`src/rtl/mux2_arbiter.sv`:
```
// mux2_arbiter: two valid/ready requesters share a one-word output register.
// When both requesters want the register, they take turns. Each source has
// a counter of accepted transfers that stops at its maximum value.
//
// state  | meaning
// -------+---------------------------------------------
// EMPTY  | output register holds no valid word
// FULL_A | output register holds a word taken from A
// FULL_B | output register holds a word taken from B
module mux2_arbiter #(
    parameter int N  = 4,
    parameter int CW = 8
) (
    input  logic          clk,
    input  logic          rst,
    input  logic [N-1:0]  a,
    input  logic          a_valid,
    output logic          a_ready,
    input  logic [N-1:0]  b,
    input  logic          b_valid,
    output logic          b_ready,
    output logic [N-1:0]  y,
    output logic          y_valid,
    input  logic          y_ready,
    output logic          sel,
    output logic [CW-1:0] a_count,
    output logic [CW-1:0] b_count
);

    typedef enum logic [1:0] {
        EMPTY  = 2'd0,
        FULL_A = 2'd1,
        FULL_B = 2'd2
    } state_t;

    state_t        state_q, state_d;
    logic [N-1:0]  y_q, y_d;
    logic          last_a_q, last_a_d;   // 1: last grant went to A, 0: to B
    logic [CW-1:0] a_count_q, a_count_d;
    logic [CW-1:0] b_count_q, b_count_d;

    logic accept;
    logic grant_a;
    logic grant_b;

    // Handshake: the register can take a word when it is empty or being drained.
    // Grants depend only on valids and the turn pointer, never on data.
    // Ready is gated by rst so nothing is accepted while the block is held in reset.
    always_comb begin
        accept  = (state_q == EMPTY) || (y_valid && y_ready);
        grant_a = a_valid && (!b_valid || !last_a_q);
        grant_b = b_valid && (!a_valid ||  last_a_q);
        a_ready = accept && grant_a && !rst;
        b_ready = accept && grant_b && !rst;
    end

    // Next-state logic for the output register, its source and the turn pointer.
    always_comb begin
        state_d  = state_q;
        y_d      = y_q;
        last_a_d = last_a_q;
        if (accept) begin
            if (grant_a) begin
                state_d  = FULL_A;
                y_d      = a;
                last_a_d = 1'b1;
            end else if (grant_b) begin
                state_d  = FULL_B;
                y_d      = b;
                last_a_d = 1'b0;
            end else begin
                // Drained with nothing to refill: word stays in y but is no longer valid.
                state_d = EMPTY;
            end
        end
    end

    // Transfer counters stick at all-ones rather than wrapping.
    always_comb begin
        a_count_d = a_count_q;
        b_count_d = b_count_q;
        if (a_ready && (a_count_q != {CW{1'b1}})) begin
            a_count_d = a_count_q + CW'(1);
        end
        if (b_ready && (b_count_q != {CW{1'b1}})) begin
            b_count_d = b_count_q + CW'(1);
        end
    end

    // State register; reset drops any held word at once and hands the first
    // contention to A by recording B as the last grant.
    always_ff @(posedge clk or posedge rst) begin
        if (rst) begin
            state_q   <= EMPTY;
            y_q       <= '0;
            last_a_q  <= 1'b0;
            a_count_q <= '0;
            b_count_q <= '0;
        end else begin
            state_q   <= state_d;
            y_q       <= y_d;
            last_a_q  <= last_a_d;
            a_count_q <= a_count_d;
            b_count_q <= b_count_d;
        end
    end

    // Outputs decoded directly from registered state.
    always_comb begin
        y       = y_q;
        y_valid = (state_q == FULL_A) || (state_q == FULL_B);
        sel     = (state_q == FULL_A);
        a_count = a_count_q;
        b_count = b_count_q;
    end

endmodule

```
`config.mk`:
```
export PLATFORM = sky130hd
export DESIGN_NAME = mux2_arbiter
export DESIGN_NICKNAME = d
export VERILOG_FILES = /design/src/rtl/mux2_arbiter.sv
export SDC_FILE = /design/constraint.sdc
export NUM_CORES = 1
export LEC_CHECK = 0
export CORE_MARGIN = 1
export CORE_UTILIZATION = 46
export CTS_CLUSTER_DIAMETER = 120
export DETAILED_ROUTE_END_ITERATION = 8
export GPL_TIMING_DRIVEN = 1
export PLACE_DENSITY = 0.87
export SYNTH_ARGS = -nofsm -noshare
export SYNTH_HDL_FRONTEND = slang
export SYNTH_SLANG_ARGS = --single-unit
```
`constraint.sdc`:
```
create_clock -name clk -period 2.1 [get_ports clk]
set_input_delay 0.42 -clock clk [delete_from_list [all_inputs] [get_ports clk]]
set_output_delay 0.42 -clock clk [all_outputs]
set_load 0.05 [all_outputs]
```
Word-level counts from Yosys, hierarchy flattened
Index checks and enable logic that the tools add are counted.
{"block": "classes", "n_eq_ne": 4, "reduce_logical": 20, "n_mux": 6, "n_addsub": 2}
{"cell": "$add 8x1->8 const B", "count": 2}
{"cell": "$ne 8x8->1 const B", "count": 2}
{"cell": "$logic_and 1x1->1", "count": 9}
{"cell": "$mux 4", "count": 2}
{"cell": "$logic_not 1->1", "count": 4}
{"cell": "$logic_or 1x1->1", "count": 4}
{"cell": "$mux 2", "count": 2}
{"cell": "$eq 2x1->1 const B", "count": 1}
{"cell": "$eq 2x2->1 const B", "count": 1}
{"cell": "$logic_not 2->1", "count": 1}
{"cell": "$mux 1", "count": 2}
{"cell": "$reduce_and 2->1", "count": 1}
{"cell": "$reduce_bool 2->1", "count": 1}
{"block": "totals", "out_inout_bits": 24, "input_bits": 13, "word_cells": 37, "ff_bits": 23}

Logic depth before layout (Yosys ltp)
{"block": "depth", "word_depth": 7, "ltp_mapped": 7, "ltp_nobuf": 7}

Least setup slack after synthesis
Ideal clock, no wire load.
{"block": "synth_timing", "path_type": "register to register", "start": "register state_q[0]", "end": "register a_count_q[4] (netlist: a_count[4])", "setup_ns": 0.142, "required_ns": 1.958, "setup_slack_ns": -0.144, "stages_incl_launch_ff": 8, "path_buffers": 0, "arrival_time_ns": 2.102, "period_less_slack_ns": 2.244, "cell_sequence": "dfrtp_1 -> inv_1 -> ha_1 -> a21o_2 -> nand3_4 -> inv_1 -> nand4b_1 -> xnor2_1"}
{"block": "synth_via", "elab_chain_cells": 7, "elab_cells_between_ends": 9, "cone_classes": "2 x eq/ne; 7 x reduce/logical"}
{"element": "start: declaration", "line_no": "36", "text": "state_t state_q, state_d;"}
{"element": "start signal: assignment", "line_no": "100", "text": "state_q <= state_d;"}
{"element": "$eq 2x1->1 / $eq 2x2->1 (equally long branches)", "line_no": "111", "text": "y_valid = (state_q == FULL_A) || (state_q == FULL_B);"}
{"element": "$logic_or 1x1->1 (*)", "line_no": "111"}
{"element": "via y_valid", "line_no": "23", "text": "output logic y_valid,"}
{"element": "$logic_and 1x1->1 (*)", "line_no": "50", "text": "accept = (state_q == EMPTY) || (y_valid && y_ready);"}
{"element": "$logic_or 1x1->1 (*)", "line_no": "50"}
{"element": "$logic_and 1x1->1 (*) (2 in a row)", "line_no": "53", "text": "a_ready = accept && grant_a && !rst;"}
{"element": "via a_ready", "line_no": "18", "text": "output logic a_ready,"}
{"element": "$logic_and 1x1->1 (*)", "line_no": "82", "text": "if (a_ready && (a_count_q != {CW{1'b1}})) begin"}
{"element": "end signal: assignment", "line_no": "103", "text": "a_count_q <= a_count_d;"}
{"element": "end: declaration", "line_no": "39", "text": "logic [CW-1:0] a_count_q, a_count_d;"}
The timed path passes the listed nets; every way through them passes the cells marked *.
A chain may end at the register's enable or synchronous reset.

Worst setup path after layout
{"block": "layout_timing", "start": "register state_q[0]", "end": "output port a_ready"}
{"block": "layout_via", "elab_chain_cells": 6, "elab_cells_between_ends": 8, "cone_classes": "2 x eq/ne; 6 x reduce/logical"}
{"element": "$eq 2x1->1 / $eq 2x2->1 (equally long branches)", "line_no": "111"}
{"element": "$logic_or 1x1->1", "line_no": "111"}
{"element": "$logic_and 1x1->1", "line_no": "50"}
{"element": "$logic_or 1x1->1 (*)", "line_no": "50"}
{"element": "$logic_and 1x1->1 (*) (2 in a row)", "line_no": "53"}
{"element": "end: declaration", "line_no": "18"}
Mark *: on every way between the ends. The rest lies on a longest branch, timed or not.

==> flow_summary.ini <==
[hold_path]
min_from = a_count[5]
hp-class = flip-flop to flip-flop
hold_depth = 1
hold_end = a_count[5]

[synth]
ys_ff_latch = 23
synthesis.area_mm2 = 0.001199
syn_avg_cell_area_um2 = 10.51
synth_cells = 114
yosysSeqAreaShare = 0.4802
ys_warn_count = 0
synth_cell_types = 32
syn_nets = 131

[route]
viasPerCell = 5.456
route.vias.total = 1064
drtAntennaViolNets = 0
routed_wl_um = 2696
drt_iter0_drc = 21
drc = 0
dr.pass1.iters = 4
wl_per_cell_um = 13.83

[grt]
grt_max_degree = 14
grt_pass1_wl_um = 4353
grt_pass1_vias = 1007
grt_overflow = 0
grt_use_total = 0.2175
antenna_found_initial = 0

[clock_network]
cts_tree = done
cts_buffer_depth = 2
path_clk_slew_ns = 0.13
cts_made_buffers = 3
insertion_delay_ns = 0.32
clock_sinks = 23
root_buffer = clkbuf_4
cts-hold-fix-buffers = 0
htree_num_levels = 1

[power]
vdd_ir_drop_max_mv = 0.3451
switchingPower_mw = 0.1666
p_seq_frac = 0.623
totalPowerFinal_mw = 0.7109
pwr-share-clk = 0.300
power_density_mw_per_mm2 = 405.8
swShare = 0.2343
leakage_nw = 0.8432
p_comb_frac = 0.077
power.internal_mw = 0.5443

[finish]
fin_nets = 183
syn_to_final_growth_pct = 46.14
drive_gt1_frac = 0.2242
nFillCells = 195
diodes = 0

[critical_path]
path_class = flip-flop to output port
r2r_end = a_count[1]
rrSetupSlack_ns = 0.32
r2r-start = state_q[0]
crit_path_end_kind = output port
cp.arrival_ns = 1.63
critPathMaxFanout = 3
reg2reg_depth = 7
cp-start-kind = flip-flop
worstPathRequired_ns = 1.68

[timing]
whs_ns = 0.5347
setup_ws_ns = 0.05387
worstMarginPinSlew_ns = 0.5120
skew_ns = 0.002983
max_freq_ghz = 0.4887
timing.final.crit_share = 0.9743
rsz0062_at_grt = yes
min_period_ns = 2.046
hold_viol_final = 0
setup_violations = 0
relSlewSlack = 0.6581
slew_viol_final = 0

[die]
pin_count = 37
core_area_mm2 = 0.002477
die_h_um = 53.05
start_util = 0.4838
row_count = 18
die_x_um = 53.05
dieArea_mm2 = 0.002814

[run_status]
outcome = complete, no violations

[placement]
post-place-ws_ns = 0.06426
dp_hpwl_um = 2003
io_buffers = 36
gp_congestion = 0.7686

[job]
cap_violations = 0
## synthesized netlist by cell type
library cell | count | area [um^2]
dfrtp_1 | 23 | 575.6
nand2_1 | 15 | 56.30
nor2_1 | 9 | 33.78
xor2_1 | 8 | 70.07
a31oi_1 | 6 | 37.54
inv_1 | 6 | 22.52
nand3_1 | 6 | 30.03
ha_1 | 4 | 50.05
nor3_1 | 4 | 20.02
a21oi_1 | 3 | 15.01
mux2_2 | 3 | 33.78
nand4_1 | 2 | 12.51
nor2b_1 | 2 | 12.51
nor3b_1 | 2 | 15.01
nor4_2 | 2 | 25.02
o21ai_0 | 2 | 10.01
o31ai_1 | 2 | 15.01
a21bo_2 | 1 | 10.01
a21boi_4 | 1 | 18.77
a21o_2 | 1 | 8.760
and2_1 | 1 | 6.260
and3_1 | 1 | 6.260
and4_1 | 1 | 8.760
inv_2 | 1 | 3.750
mux2i_1 | 1 | 10.01
nand3_4 | 1 | 17.52
nand4_4 | 1 | 21.27
nand4b_1 | 1 | 8.760
nor3_2 | 1 | 10.01
nor3_4 | 1 | 16.27
or2b_2 | 1 | 8.760
xnor2_1 | 1 | 8.760
## final cells by class
cell class	count	area (um^2)	share of cell area
multi-input cells	84	615.6	0.3514
flip-flops and latches	23	575.6	0.3286
repair buffers	47	462.9	0.2643
well taps	30	37.54	0.02143
inverters	7	32.53	0.01857
clock buffers	3	22.52	0.01286
clock inverters	1	5.005	0.002857
## through the flow
step | TNS, ns | cells | util | cell area (um^2)
floorplan | 0 | 114 | - | 1207
global placement | 0 | 187 | 0.6753 | 1673
detailed placement | 0 | 187 | 0.6753 | 1673
CTS | 0 | 194 | 0.7020 | 1739
global route | -0.008216 | 195 | 0.7071 | 1752
finish | 0 | 195 | 0.7071 | 1752
## worst max-delay path by stage
| stage | endpoint | slack [ns] | cells past startpoint | start |
|---|---|---|---|---|
| final | a_ready | 0.05 | 6 | state_q[0] |
| after global routing | a_ready | -0.008 | 6 | state_q[1] |
| after CTS | a_ready | 0.005 | 6 | state_q[0] |
| after detailed placement | a_ready | 0.06 | 5 | b_valid |
| after global placement | b_ready | 0.09 | 5 | a_valid |
| after floorplan | b_count[6] | 0.06 | 7 | state_q[0] |
## registers in the layout, summed over array words and instances (netlist names)
signal,flops
b_count,8
y,4
last_a_q,1
a_count,8
state_q,2
## logic make-up (layout without fill, tap and decap cells)
group / count (synthesis) / after routing / share of synthesized area
and+or+nand+nor: 51 / 51 / 0.2578
DFF: 23 / 23 / 0.4802
AOI/OAI and AO/OA: 16 / 16 / 0.09603
xor gates and xnor gates: 9 / 9 / 0.06577
buffers and inverters: 7 / 58 / 0.02192
adders and majority gates: 4 / 4 / 0.04176
muxes: 4 / 4 / 0.03653
## cells in the final DEF, fill, tap and decap left out, drive strengths merged
cell,instances
clkinvlp,1
a21bo,1
nor3b,2
mux2i,1
ha,4
mux2,3
nand4,3
nor2,9
buf,15
xnor2,1
nor4,2
a21oi,3
clkdlybuf4s50,30
nor3,6
or2b,1
nand3,7
and4,1
dlymetal6s2s,2
dfrtp,23
and2,1
inv,6
o21ai,2
clkinv,1
nand2,15
xor2,8
a21boi,1
a31oi,6
o31ai,2
clkbuf,3
nor2b,2
a21o,1
nand4b,1
and3,1
## repair_timing
action	4_1_cts	5_1_grt
endpoints found under the setup margin	2	4
pin swaps	1	2
buffers inserted	3	1
endpoints found under the hold margin	0	0
resized for setup	3	3
## layer usage
layer  up-vias  share of wire  global-route usage
met3         6          0.045             0.03736
met5         -              0                   0
met1       524           0.41              0.2509
met4         0          0.020              0.1053
met2        31           0.53              0.3840
li1        503              -                   -
## power by group through the flow
stage               Sequential (mW)  Clock, mW  Combinational [mW]
finish                        0.443      0.214              0.0545
global placement              0.451          0              0.0530
detailed placement            0.451          0              0.0551
floorplan                     0.451          0              0.0190
global route                  0.443      0.237              0.0600
CTS                           0.443      0.217              0.0553
## critical path, cell delays in order, from the launching register on
cell and delay, ns:
dfrtp_1 0.42, inv_2 0.08, ha_4 0.20, a21o_4 0.23
nand3_4 0.09, clkinvlp_4 0.12, buf_12 0.16
(Power assumes the default switching activity.)
